==> src/rtl/mmc1_host_seq.sv <==
// mmc1_host_seq: CPU-side command sequencer for the mmc1a serial port.
// Each queued command becomes one MMC1 write (shift reset, D7=1) or five
// serial writes (5-bit load, LSB first). The writes appear on the cartridge
// CPU bus, and every bus pin is driven from a register.
module mmc1_host_seq #(
    parameter int FIFO_DEPTH = 4,
    parameter int WR_LEN     = 1,
    parameter int GAP_LEN    = 1
) (
    input  logic       CLK,
    input  logic       RES,
    input  logic       CMD_VALID,
    output logic       CMD_RDY,
    input  logic       CMD_RST,
    input  logic [1:0] CMD_REG,
    input  logic [4:0] CMD_DATA,
    input  logic [2:0] PPUA_IN,
    output logic       BUSY,
    output logic       DONE,
    output logic       nROMSEL,
    output logic [2:0] PPUA,
    output logic       CPU_D0,
    output logic       CPU_D7,
    output logic       CPU_A13,
    output logic       CPU_A14,
    output logic       CPU_RnW
);
    localparam int AW = $clog2(FIFO_DEPTH);
    localparam int CW = 8;

    typedef enum logic [1:0] {S_IDLE, S_WRITE, S_GAP} state_t;

    // Command queue: entry = {rst, reg[1:0], data[4:0]}
    logic [7:0]    r_mem [FIFO_DEPTH];
    logic [AW-1:0] r_wr_ptr;
    logic [AW-1:0] r_rd_ptr;
    logic [AW:0]   r_count;

    state_t        r_state;
    state_t        w_state_next;
    logic [CW-1:0] r_cnt;
    logic [2:0]    r_bit;
    logic          r_work_rst;
    logic [1:0]    r_work_reg;
    logic [4:0]    r_work_data;
    logic          r_done_pend;

    logic          r_done;
    logic          r_busy;
    logic          r_nromsel;
    logic          r_rnw;
    logic          r_d0;
    logic          r_d7;
    logic          r_a13;
    logic          r_a14;
    logic [2:0]    r_ppua;

    logic          w_full;
    logic          w_empty;
    logic          w_pop;
    logic          w_push;
    logic [AW:0]   w_count_next;
    logic          w_write_end;
    logic          w_gap_end;
    logic          w_last;
    logic          w_wr;
    logic [7:0]    w_data_ext;

    assign w_full  = (r_count == (AW+1)'(FIFO_DEPTH));
    assign w_empty = (r_count == '0);
    // The head is popped whenever the FSM idles with work queued. Popping frees
    // a slot in the same clock, so a full queue can still accept a push then.
    assign w_pop   = (r_state == S_IDLE) && !w_empty;
    assign CMD_RDY = !w_full || w_pop;
    assign w_push  = CMD_VALID && CMD_RDY && !RES;
    assign w_count_next = r_count + {{AW{1'b0}}, w_push} - {{AW{1'b0}}, w_pop};

    assign w_write_end = (r_cnt == CW'(WR_LEN - 1));
    assign w_gap_end   = (r_cnt == CW'(GAP_LEN - 1));
    assign w_last      = r_work_rst || (r_bit == 3'd4);
    assign w_wr        = (r_state == S_WRITE);
    assign w_data_ext  = {3'b000, r_work_data};

    // Queue storage: plain array written on push (no reset, RAM-friendly)
    always_ff @(posedge CLK) begin
        if (w_push) begin
            r_mem[r_wr_ptr] <= {CMD_RST, CMD_REG, CMD_DATA};
        end
    end

    // Queue pointers and occupancy; reset drops everything queued
    always_ff @(posedge CLK) begin
        if (RES) begin
            r_wr_ptr <= '0;
            r_rd_ptr <= '0;
            r_count  <= '0;
        end else begin
            if (w_push) r_wr_ptr <= r_wr_ptr + 1'b1;
            if (w_pop)  r_rd_ptr <= r_rd_ptr + 1'b1;
            r_count <= w_count_next;
        end
    end

    // Next-state decode for the write/gap sequencer
    always_comb begin
        w_state_next = r_state;
        case (r_state)
            S_IDLE:  if (!w_empty)   w_state_next = S_WRITE;
            S_WRITE: if (w_write_end) w_state_next = S_GAP;
            S_GAP:   if (w_gap_end)  w_state_next = w_last ? S_IDLE : S_WRITE;
            default: w_state_next = S_IDLE;
        endcase
    end

    // Sequencer state plus registered bus pins. The pins follow the state one
    // clock later, so the first write shows one clock after the pop. DONE is
    // delayed the same way and so lands on the clock after the last bus gap.
    always_ff @(posedge CLK) begin
        if (RES) begin
            r_state     <= S_IDLE;
            r_cnt       <= '0;
            r_bit       <= '0;
            r_work_rst  <= 1'b0;
            r_work_reg  <= '0;
            r_work_data <= '0;
            r_done_pend <= 1'b0;
            r_done      <= 1'b0;
            r_busy      <= 1'b0;
            r_nromsel   <= 1'b1;
            r_rnw       <= 1'b1;
            r_d0        <= 1'b0;
            r_d7        <= 1'b0;
            r_a13       <= 1'b0;
            r_a14       <= 1'b0;
        end else begin
            r_state <= w_state_next;
            if (w_state_next != r_state || r_state == S_IDLE) r_cnt <= '0;
            else                                              r_cnt <= r_cnt + 1'b1;

            if (w_pop) begin
                {r_work_rst, r_work_reg, r_work_data} <= r_mem[r_rd_ptr];
                r_bit <= '0;
            end else if (r_state == S_GAP && w_gap_end && !w_last) begin
                r_bit <= r_bit + 1'b1;
            end

            r_done_pend <= (r_state == S_GAP) && w_gap_end && w_last;
            r_done      <= r_done_pend;
            r_busy      <= (w_state_next != S_IDLE) || (w_count_next != '0);

            r_nromsel <= !w_wr;
            r_rnw     <= !w_wr;
            r_d0      <= w_wr && !r_work_rst && w_data_ext[r_bit];
            r_d7      <= w_wr && r_work_rst;
            r_a13     <= w_wr && r_work_reg[0];
            r_a14     <= w_wr && r_work_reg[1];
        end
    end

    // PPU address pass-through, one register stage
    always_ff @(posedge CLK) begin
        if (RES) r_ppua <= '0;
        else     r_ppua <= PPUA_IN;
    end

    assign BUSY    = r_busy;
    assign DONE    = r_done;
    assign nROMSEL = r_nromsel;
    assign CPU_RnW = r_rnw;
    assign CPU_D0  = r_d0;
    assign CPU_D7  = r_d7;
    assign CPU_A13 = r_a13;
    assign CPU_A14 = r_a14;
    assign PPUA    = r_ppua;

endmodule

==> config.mk <==
export PLATFORM = sky130hd
export DESIGN_NAME = mmc1_host_seq
export DESIGN_NICKNAME = d
export VERILOG_FILES = /design/src/rtl/mmc1_host_seq.sv
export SDC_FILE = /design/constraint.sdc
export NUM_CORES = 1
export LEC_CHECK = 0
export CAP_MARGIN = 20
export CELL_PAD_IN_SITES_DETAIL_PLACEMENT = 0
export CELL_PAD_IN_SITES_GLOBAL_PLACEMENT = 1
export CORE_MARGIN = 2
export CORE_UTILIZATION = 45
export DETAILED_ROUTE_END_ITERATION = 8
export PLACE_DENSITY_LB_ADDON = 0.2
export SYNTH_ARGS = -nofsm -noshare
export SYNTH_HDL_FRONTEND = slang
export SYNTH_SLANG_ARGS = --single-unit
==> constraint.sdc <==
create_clock -name CLK -period 4.63 [get_ports CLK]
set_input_delay 0.926 -clock CLK [delete_from_list [all_inputs] [get_ports CLK]]
set_output_delay 0.926 -clock CLK [all_outputs]
set_load 0.01 [all_outputs]
# After elaboration in Yosys (flattened, before gate mapping)
# Memory sizes are Yosys's and may differ from the RTL's. A register that Yosys moved wholly into a read port is not among the register bits.
# Cells that the tools add are included.
# word_totals
regBits	31
ramBits	32
input_bits	14
output_inout_bits	12
elab_cells	65
mem_count	1
# mem_list
name	words	word_bits	read_ports	rd_ports_with_merged_regs	wr	line	source
r_mem	4	8	1	1	1	34	logic [7:0] r_mem [FIFO_DEPTH];
# classes
n_addsub	6
n_lt_le_gt_ge	1
n_eq_ne	5
n_mux	9
reduce_logical	28
# ops
cell	n
logical AND 1 bit	11
adder 8 x 1 -> 8 bit (second input constant)	1
zero test 8 bit	1
== test 3 bit (second input constant)	2
zero test 1 bit	6
two-way mux 2 bit	3
case mux 2 bit (3 select lines)	1
adder 2 x 1 -> 2 bit (second input constant)	2
logical OR 1 bit	4
less-than comparator 3 x 4 -> 1 bit (second input constant)	1
two-way mux 1 bit	4
OR reduction 2 bit	2
adder 3 x 1 -> 3 bit	1
adder 3 x 1 -> 3 bit (second input constant)	1
binary-select mux 1 bit (select 3 bit)	1
zero test 3 bit	1
nonzero test 3 bit	1
subtractor 3 x 1 -> 3 bit	1
== test 2 x 1 -> 1 bit (second input constant)	1
== test 2 bit (second input constant)	1
zero test 2 bit	1
inequality test 2 bit	1
nonzero test 2 bit	1

# Depth between registers and ports, before layout
# Gate-level depths: netlist (run 1).
# depth
word_depth	10
ltp_mapped	11
mapped_depth_nobuf	11

# Least setup slack after synthesis (run 1)
# No wires, ideal clock.
# synth_timing
path_type	input to register
from	input RES
to	register r_busy (netlist: BUSY)
setup_ps	140
t_arrival_ps	2638
required_ps	4490
setup_slack_ps	1852
stages	9
path_buffers	1
cell_sequence	clkbuf_1 nor2_1 inv_1 ha_1 inv_1 ha_1 fa_1 nor4_1 a41oi_1
# synth_via
elab_chain_cells	6
# synth_rtl
item	line	source
start: declaration	11	input logic RES,
zero test 1 bit	75	assign w_push = CMD_VALID && CMD_RDY && !RES;
logical AND 1 bit	75	
adder 3 x 1 -> 3 bit	76	assign w_count_next = r_count + {{AW{1'b0}}, w_push} - {{AW{1'b0}}, w_pop};
subtractor 3 x 1 -> 3 bit	76	
named net w_count_next[1]	62	logic [AW:0] w_count_next;
nonzero test 3 bit	149	r_busy <= (w_state_next != S_IDLE) || (w_count_next != '0);
logical OR 1 bit	149	
end signal: assignment	149	
end: declaration	49	logic r_busy;
# The timed path passes the listed nets, and every way through them passes these cells.
# A chain may end at the register's enable or synchronous reset.

# Worst setup path after layout (run 1)
# layout_timing
from	input CMD_VALID
to	register r_busy (netlist: BUSY)
# layout_via
elab_chain_cells	6
# layout_rtl
item	line	source
start: declaration	12	input logic CMD_VALID,
logical AND 1 bit (2 in series)	75	
adder 3 x 1 -> 3 bit	76	
subtractor 3 x 1 -> 3 bit	76	
named net w_count_next[1]	62	
nonzero test 3 bit	149	
logical OR 1 bit	149	
# The timed path passes the listed nets, and every way through them passes these cells.

==> results of run 1 <==
## power by group through the flow
| stage | logic [mW] | registers, mW | clock network, mW |
|---|---|---|---|
| 5_1_grt | 0.465 | 0.819 | 0.467 |
| 6_report | 0.409 | 0.803 | 0.436 |
| 3_3_place_gp | 0.409 | 0.819 | 0 |
| 3_5_place_dp | 0.414 | 0.820 | 0 |
| 4_1_cts | 0.416 | 0.807 | 0.447 |
| 2_1_floorplan | 0.333 | 0.787 | 0 |
## stage by stage
stage / instance area [um^2] / util
floorplan: 2820 / -
global placement: 3140 / 0.524
detailed placement: 3140 / 0.524
CTS: 3310 / 0.553
global route: 3310 / 0.553
finish: 3310 / 0.553
## area by class of cell
cell class                 count  area (um^2)  share of cell area
clock inverter                 7         48.8              0.0147
tap                           75         93.8              0.0283
timing repair buffer          26          258              0.0779
sequential                    71         1740               0.526
clock buffer                   9          124              0.0374
multi-input combinational    126          992               0.300
inverter                      14         52.6              0.0159
## path summary, 6_finish.rpt
check                                            start         endpoint  depth (start not counted)
worst max-delay path                         CMD_VALID  BUSY$_SDFF_PP0_                         10
worst max register to register   r_count[1]$_SDFF_PP0_  BUSY$_SDFF_PP0_                          9
worst min register to register  r_done_pend$_SDFF_PP0_  DONE$_SDFF_PP0_                          1
worst min-delay path            r_done_pend$_SDFF_PP0_  DONE$_SDFF_PP0_                          1
## Yosys cell counts (all sizes together), types with 2 or more instances
cell    count  area (um^2)
or3         2         12.5
nand2b      2         12.5
clkbuf      3         11.3
dfxtp      39          781
mux2i       2         20.0
xor2        6         52.6
mux4        9          203
nand3       7         35.0
a21oi      11         55.1
ha         10          125
and3        3         18.8
nor2b       9         56.3
nor4        3         33.8
nor3        3         15.0
and2        7         43.8
inv        14         52.6
edfxtp     32          961
nor2       15         56.3
xnor2       6         52.6
a41oi       2         17.5
nand2      21         81.3
buf         4         21.3
## metal layers
layer | GRT usage | up-vias | routed length, um
li1 | - | 822 | -
met1 | 0.173 | 752 | 2100
met2 | 0.235 | 18 | 2220
met3 | 0.0338 | 10 | 118
met4 | 0.0849 | 0 | 106
met5 | 0 | - | 0
## cells by family (layout without fill, tap and decap cells)
family	count (synthesis)	in the layout	share of synthesized area
buf+inv	21	56	0.0302
simple gates	75	75	0.144
xor+xnor	12	12	0.0373
flops	71	71	0.618
mux	11	11	0.0790
fa+ha+maj	11	11	0.0515
compound gates	17	17	0.0399
==> results.sh, run 1 <==
export IMPL_status="finished, final reports clean"
export IMPL_fin_crit_ns=2.94
export IMPL_critPathBufInv=3
export IMPL_worstPathRequired_ns=4.85
export IMPL_power_total_mw=1.65
export IMPL_antenna_cells=0
export IMPL_crit_path_top_delay_cell="clkdlybuf4s50_1"
export IMPL_dp_hpwl_um=3100
export IMPL_cts_buffer_depth=2
export IMPL_vias=1602
export IMPL_critPathLaunchType="primary input"
export IMPL_p_switching_mw=0.520
export IMPL_ys_seq_elements=71
export IMPL_first_pass_iters=4
export IMPL_final_common_cell="dfxtp_1"
export IMPL_cts_hold_buf=0
export IMPL_htree_levels=3
export IMPL_path_class="in2reg"
export IMPL_power_density_nw_per_um2=498
export IMPL_postSynthAreaPerCell_um2=12.9
export IMPL_netlist_area_um2=2820
export IMPL_grtUsageTotal=0.144
export IMPL_core_area_um2=5990
export IMPL_regToRegSetupSlack_ns=1.77
export IMPL_synthesis_instances=218
export IMPL_final_cell_mix="39 x dfxtp_1, 32 x edfxtp_1, 25 x clkdlybuf4s50_1, 20 x nand2_1, 15 x nor2_1"
export IMPL_rows=28
export IMPL_vias_per_cell=4.88
export IMPL_grt_pass1_wl_um=7730
export IMPL_switching_share=0.315
export IMPL_largestRegisters="r_mem x32, r_cnt x8, r_work_data x5"
export IMPL_final_layout_size_suffix_gt1_frac=0.123
export IMPL_die_area_um2=6910
export IMPL_seq_area_frac_synth=0.618
export IMPL_yosys_most_used_dff="dfxtp_1"
export IMPL_overflow=0
export IMPL_maxCapViolCount=0
export IMPL_slew_violations=0
export IMPL_die_h_um=83.1
export IMPL_cp_max_fo=5
export IMPL_seqPwrFrac=0.488
export IMPL_fmax_mhz=341
export IMPL_synth_edf_count=32
export IMPL_area_growth_pct=17.4
export IMPL_top_register="r_mem"
export IMPL_rsz0062_at_grt="no"
export IMPL_cts_buffers=9
export IMPL_power_internal_mw=1.13
export IMPL_clkSinkCount=71
export IMPL_placed_cells=312
export IMPL_root_buffer="clkbuf_8"
export IMPL_end_kind="register"
export IMPL_tns_ns=0
export IMPL_antenna_found_initial=0
export IMPL_grt_pass1_vias=1685
export IMPL_min_path_type="reg2reg"
export IMPL_die_x_um=83.1
export IMPL_fin_ws_ns=1.69
export IMPL_drc=0
export IMPL_wirelength_um=4550
export IMPL_min_period_over_period=0.634
export IMPL_largest_reg_flops=32
export IMPL_clk_pin_slew_worst_paths_ns=0.08
export IMPL_antenna_left=0
export IMPL_io_pins=26
export IMPL_yosys_warnings=0
export IMPL_grt_max_degree=29
export IMPL_worst_pin_slew_ns=0.628
export IMPL_place_congestion=0.725
export IMPL_wl_per_cell_um=13.9
export IMPL_hold_worst_slack_ns=0.437
export IMPL_cp_cell_sequence="clkdlybuf4s50_1 -> o41ai_2 -> nor2_1 -> inv_1 -> ha_1 -> inv_1 -> ha_1 -> fa_1 -> nor4_1 -> a41oi_1"
export IMPL_yosysUniqueCellTypes=34
export IMPL_async_flop_share=0
export IMPL_final_nets=273
export IMPL_final_cells=328
export IMPL_cts_resized_gates=0
export IMPL_drtIter0Drc=58
export IMPL_final_hold_viol_count=0
export IMPL_post_cts_buffers=0
export IMPL_cpPeakStageDelay_ns=0.47
export IMPL_cts_tree="built"
export IMPL_start_util=0.471
export IMPL_vdd_drop_max_v=0.000252
export IMPL_port_buffer_count=25
export IMPL_power_frac_comb=0.248
export IMPL_dp_slack_ns=1.31
export IMPL_fill_cells=511
export IMPL_relSlewSlack=0.581
export IMPL_fin_skew_ns=0.00520
export IMPL_cp_top_family="adder cells"
export IMPL_setup_viol=0
export IMPL_leakagePower_nw=1.17
export IMPL_p_clk_frac=0.264
export IMPL_worstPathArrival_ns=3.15
export IMPL_syn_num_nets=243
export IMPL_clk_latency_ns=0.34
No activity file was read; power rests on OpenSTA's default activity.
==> inputs of run 2 (changes only) <==
--- a/config.mk
+++ b/config.mk
@@ -9,7 +9,7 @@
 export CELL_PAD_IN_SITES_DETAIL_PLACEMENT = 0
 export CELL_PAD_IN_SITES_GLOBAL_PLACEMENT = 1
 export CORE_MARGIN = 2
-export CORE_UTILIZATION = 45
+export CORE_UTILIZATION = 42
 export DETAILED_ROUTE_END_ITERATION = 8
 export PLACE_DENSITY_LB_ADDON = 0.2
 export SYNTH_ARGS = -nofsm -noshare
==> constraint.sdc (replaced) <==
create_clock -name CLK -period 2.4 [get_ports CLK]
set_input_delay 0.48 -clock CLK [delete_from_list [all_inputs] [get_ports CLK]]
set_output_delay 0.48 -clock CLK [all_outputs]
set_load 0.01 [all_outputs]
==> results.sh, run 2 (synthesis gave the netlist of run 1 again) <==
export IMPL_drtIter0Drc=43
export IMPL_top_register="r_mem"
export IMPL_min_period_over_period=0.966
export IMPL_antenna_found_initial=0
export IMPL_fin_ws_ns=0.0806
export IMPL_setup_viol=0
export IMPL_first_pass_iters=4
export IMPL_worst_pin_slew_ns=0.608
export IMPL_core_area_um2=6420
export IMPL_startpoint="r_count[0]$_SDFF_PP0_"
export IMPL_min_path_type="reg2reg"
export IMPL_final_util=0.542
export IMPL_leakagePower_nw=1.25
export IMPL_cp_top_family="adder cells"
export IMPL_vias=1620
export IMPL_wl_per_cell_um=13.3
export IMPL_overflow=0
export IMPL_path_class="reg2reg"
export IMPL_fin_crit_ns=2.32
export IMPL_slew_violations=0
export IMPL_io_pins=26
export IMPL_clk_latency_ns=0.33
export IMPL_largestRegisters="r_mem x32, r_cnt x8, r_work_data x5"
export IMPL_final_hold_viol_count=0
export IMPL_cpPeakStageDelay_ns=0.42
export IMPL_area_growth_pct=23.6
export IMPL_cts_hold_buf=0
export IMPL_holdCritStartpoint="r_done_pend$_SDFF_PP0_"
export IMPL_regToRegSetupSlack_ns=0.08
export IMPL_place_congestion=0.755
export IMPL_final_common_cell="dfxtp_1"
export IMPL_hold_worst_slack_ns=0.441
export IMPL_grt_max_degree=29
export IMPL_cts_buffer_depth=2
export IMPL_vdd_drop_max_v=0.000506
export IMPL_grtUsageTotal=0.136
export IMPL_critPathLaunchType="register"
export IMPL_vias_per_cell=4.79
export IMPL_power_density_nw_per_um2=1010
export IMPL_drc=0
export IMPL_start_util=0.439
export IMPL_end_kind="register"
export IMPL_cp_cell_sequence="or3_4 -> nand2_4 -> inv_4 -> ha_4 -> inv_2 -> ha_4 -> fa_2 -> nor4_2 -> a41oi_1"
export IMPL_status="finished, final reports clean"
export IMPL_worstPathArrival_ns=2.52
export IMPL_clkSinkCount=71
export IMPL_dp_hpwl_um=3080
export IMPL_cts_buffers=9
export IMPL_die_x_um=85.9
export IMPL_antenna_left=0
export IMPL_rr_startpoint="r_count[0]$_SDFF_PP0_"
export IMPL_root_buffer="clkbuf_8"
export IMPL_placed_cells=319
export IMPL_die_area_um2=7380
export IMPL_maxCapViolCount=0
export IMPL_wirelength_um=4500
export IMPL_final_layout_size_suffix_gt1_frac=0.211
export IMPL_cts_tree="built"
export IMPL_final_cell_mix="36 x dfxtp_1, 32 x edfxtp_1, 24 x clkdlybuf4s50_1, 20 x nand2_1, 13 x nor2_1"
export IMPL_cp_common_cell="ha_4"
export IMPL_clk_pin_slew_worst_paths_ns=0.08
export IMPL_fmax_mhz=431
export IMPL_relSlewSlack=0.594
export IMPL_grt_pass1_wl_um=7600
export IMPL_dp_slack_ns=-0.330
export IMPL_die_h_um=85.9
export IMPL_place_area_um2=3210
export IMPL_critPathBufInv=2
export IMPL_final_cells=338
export IMPL_port_buffer_count=25
export IMPL_rsz0062_at_grt="yes"
export IMPL_grt_pass1_vias=1624
export IMPL_rows=29
export IMPL_cp_max_fo=4
export IMPL_largest_reg_flops=32
export IMPL_final_nets=281
export IMPL_final_cell_area_um2=3480
export IMPL_htree_levels=3
export IMPL_fin_skew_ns=0.00537
export IMPL_antenna_cells=0
export IMPL_worstPathRequired_ns=2.61
export IMPL_crit_path_top_delay_cell="fa_2"
run 2: cell count changes in the layout (fill, tap and decap cells not counted), sizes merged:
cell / delta
buf: +8
clkdlybuf4s50: -1
inv: +3
clkinv: -2
dlymetal6s2s: +1
clkinvlp: -2
bufinv: +1
run 2: stage by stage:
stage          setup TNS [ns]  total power, mW
5_1_grt               -0.0234             3.77
3_3_place_gp           -0.437             2.49
6_report                    0             3.53
3_5_place_dp           -0.599             2.49
2_1_floorplan               0             2.23
4_1_cts                     0             3.46
run 2: final timing paths:
| check | endpoint | depth (start not counted) |
|---|---|---|
| setup / recovery | BUSY$_SDFF_PP0_ | 9 |
| hold / removal | DONE$_SDFF_PP0_ | 1 |
| setup reg to reg | BUSY$_SDFF_PP0_ | 9 |
| hold reg to reg | DONE$_SDFF_PP0_ | 1 |
run 2: per-layer routing:
layer | GRT usage | share of wire | vias to the layer above
li1 | - | - | 837
met1 | 0.176 | 0.48 | 754
met2 | 0.213 | 0.48 | 22
met3 | 0.0318 | 0.026 | 7
met4 | 0.0693 | 0.013 | 0
met5 | 0 | 0 | -
run 2: timing repair:
item | in CTS | in global routing
gates resized for setup | 0 | 14
buffers inserted | 0 | 3
endpoints found under the setup margin | 0 | 3
run 2: final cells by class:
cell class	count	area [um^2]
repair buffers	34	320
clock inverters	7	77.6
flip-flops and latches	71	1750
fillers	561	2940
inverters	14	57.6
clock buffers	9	124
multi-input cells	126	1060
well taps	77	96.3
run 2: power by group:
group	switching, mW	total (mW)	internal, mW
clock	0.468	0.961	0.493
sequential	0.143	1.57	1.42
combinational	0.474	1.00	0.529
==> inputs of run 3 (changes only) <==
--- a/config.mk
+++ b/config.mk
@@ -12,6 +12,7 @@
 export CORE_UTILIZATION = 42
 export DETAILED_ROUTE_END_ITERATION = 8
 export PLACE_DENSITY_LB_ADDON = 0.2
+export SKIP_LAST_GASP = 1
 export SYNTH_ARGS = -nofsm -noshare
 export SYNTH_HDL_FRONTEND = slang
 export SYNTH_SLANG_ARGS = --single-unit
==> results.sh, run 3 (synthesis gave the netlist of run 1 again) <==
export IMPL_largestRegisters="r_mem x32, r_cnt x8, r_work_data x5"
export IMPL_cts_buffer_depth=2
export IMPL_multi_input_area_um2=1060
export IMPL_area_growth_pct=23.4
export IMPL_wl_per_cell_um=13.3
export IMPL_startpoint="CMD_VALID"
export IMPL_rows=29
export IMPL_final_layout_size_suffix_gt1_frac=0.211
export IMPL_drc=0
export IMPL_holdCritStartpoint="r_done_pend$_SDFF_PP0_"
export IMPL_slew_violations=0
export IMPL_overflow=0
export IMPL_maxCapViolCount=0
export IMPL_final_hold_viol_count=0
export IMPL_worst_pin_slew_ns=0.608
export IMPL_top_register="r_mem"
export IMPL_clk_latency_ns=0.33
export IMPL_grt_max_degree=29
export IMPL_vdd_drop_max_v=0.000506
export IMPL_fill_cells=561
export IMPL_die_x_um=85.9
export IMPL_io_pins=26
export IMPL_highest_layer="met4"
export IMPL_leakagePower_nw=1.24
export IMPL_min_path_type="reg2reg"
export IMPL_antenna_found_initial=0
export IMPL_final_common_cell="dfxtp_1"
export IMPL_end_kind="register"
export IMPL_crit_path_top_delay_cell="clkdlybuf4s50_1"
export IMPL_cts_tree="built"
export IMPL_die_area_um2=7380
export IMPL_placed_cells=319
export IMPL_route_met2_wl_um=2150
export IMPL_power_density_nw_per_um2=1010
export IMPL_first_pass_iters=4
export IMPL_clkSinkCount=71
export IMPL_final_cells=338
export IMPL_fin_crit_ns=2.34
export IMPL_cp_cell_sequence="clkdlybuf4s50_1 -> o41ai_4 -> nor2_2 -> inv_2 -> ha_4 -> inv_2 -> ha_4 -> fa_2 -> nor4_2 -> a41oi_1"
export IMPL_wirelength_um=4500
export IMPL_rsz0062_at_grt="yes"
export IMPL_critPathLaunchType="primary input"
export IMPL_path_class="in2reg"
export IMPL_cpPeakStageDelay_ns=0.50
export IMPL_worstPathArrival_ns=2.55
export IMPL_dp_hpwl_um=3080
export IMPL_grtUsageTotal=0.136
export IMPL_setup_viol=0
export IMPL_cts_buffers=9
export IMPL_relSlewSlack=0.594
export IMPL_port_buffer_count=25
export IMPL_tns_ns=0
export IMPL_root_buffer="clkbuf_8"
export IMPL_final_cell_mix="36 x dfxtp_1, 32 x edfxtp_1, 25 x clkdlybuf4s50_1, 20 x nand2_1, 13 x nor2_1"
export IMPL_fmax_mhz=427
export IMPL_clk_pin_slew_worst_paths_ns=0.08
export IMPL_antenna_left=0
export IMPL_antenna_cells=0
export IMPL_power_total_mw=3.53
export IMPL_cp_max_fo=2
export IMPL_wl_met1_um=2170
export IMPL_die_h_um=85.9
export IMPL_drtIter0Drc=43
export IMPL_largest_reg_flops=32
export IMPL_cp_top_family="adder cells"
export IMPL_final_nets=281
export IMPL_fin_skew_ns=0.00537
export IMPL_status="finished, final reports clean"
export IMPL_wl_met3_um=119
export IMPL_place_congestion=0.755
export IMPL_core_area_um2=6420
export IMPL_vias_per_cell=4.79
export IMPL_vias=1620
export IMPL_critPathBufInv=3
export IMPL_start_util=0.439
export IMPL_htree_levels=3
export IMPL_min_period_over_period=0.976
export IMPL_rr_startpoint="r_count[0]$_SDFF_PP0_"
export IMPL_worstPathRequired_ns=2.61
export IMPL_grt_pass1_wl_um=7600
export IMPL_regArea_um2=1750
export IMPL_grt_pass1_vias=1624
==> run 3: cell count changes in the layout (fill, tap and decap cells not counted) <==
cell             change
clkdlybuf4s50_1      +1
dlymetal6s2s_1       -1
inv_2                +1
inv_4                -1
==> run 3: what timing repair did <==
| action | in CTS | in global routing |
|---|---|---|
| setup buffers | 0 | 3 |
| resized for setup | 0 | 12 |
| hold buffers | 0 | 0 |
| setup endpoints to repair | 0 | 3 |
==> run 3: final timing paths <==
check / to / slack [ns] / cells after the start
worst min register to register: DONE$_SDFF_PP0_ / 0.44 / 1
worst max register to register: BUSY$_SDFF_PP0_ / 0.08 / 9
worst max-delay path: BUSY$_SDFF_PP0_ / 0.06 / 10
worst min-delay path: DONE$_SDFF_PP0_ / 0.44 / 1
==> run 3: layout make-up <==
cell class / count / share of cell area
Timing Repair Buffer: 34 / 0.0914
Multi-Input combinational cell: 126 / 0.305
Clock inverter: 7 / 0.0223
Clock buffer: 9 / 0.0356
Inverter: 14 / 0.0158
Sequential cell: 71 / 0.503
Tap cell: 77 / 0.0277
==> run 3: worst reg2reg max path, stage by stage, from the launching register on <==
cell     delay, ns
dfxtp_1       0.38
or3_4         0.41
nand2_4       0.09
inv_4         0.04
ha_4          0.25
inv_2         0.04
ha_4          0.15
fa_2          0.42
nor4_2        0.27
a41oi_1       0.14
==> run 3: layer usage <==
metal	global-route usage	vias up
li1	-	837
met1	0.176	754
met2	0.213	22
met3	0.0318	7
met4	0.0693	0
met5	0	-
==> run 3: through the flow <==
step	hold WS [ns]	util	worst slack, ns	cell area, um^2
2_1_floorplan	0.414	-	0.0195	2860
3_3_place_gp	0.424	0.500	-0.262	3210
3_5_place_dp	0.432	0.500	-0.330	3210
4_1_cts	0.450	0.531	0.00163	3410
5_1_grt	0.466	0.542	-0.0301	3480
6_report	0.441	0.542	0.0577	3480
==> run 3: report_power, final <==
group | total [mW] | leakage (nW) | internal (mW) | switching, mW
clock network | 0.961 | 0.101 | 0.493 | 0.468
registers | 1.57 | 0.611 | 1.42 | 0.141
logic | 1.00 | 0.532 | 0.528 | 0.474
total | 3.53 | 1.24 | 2.45 | 1.08
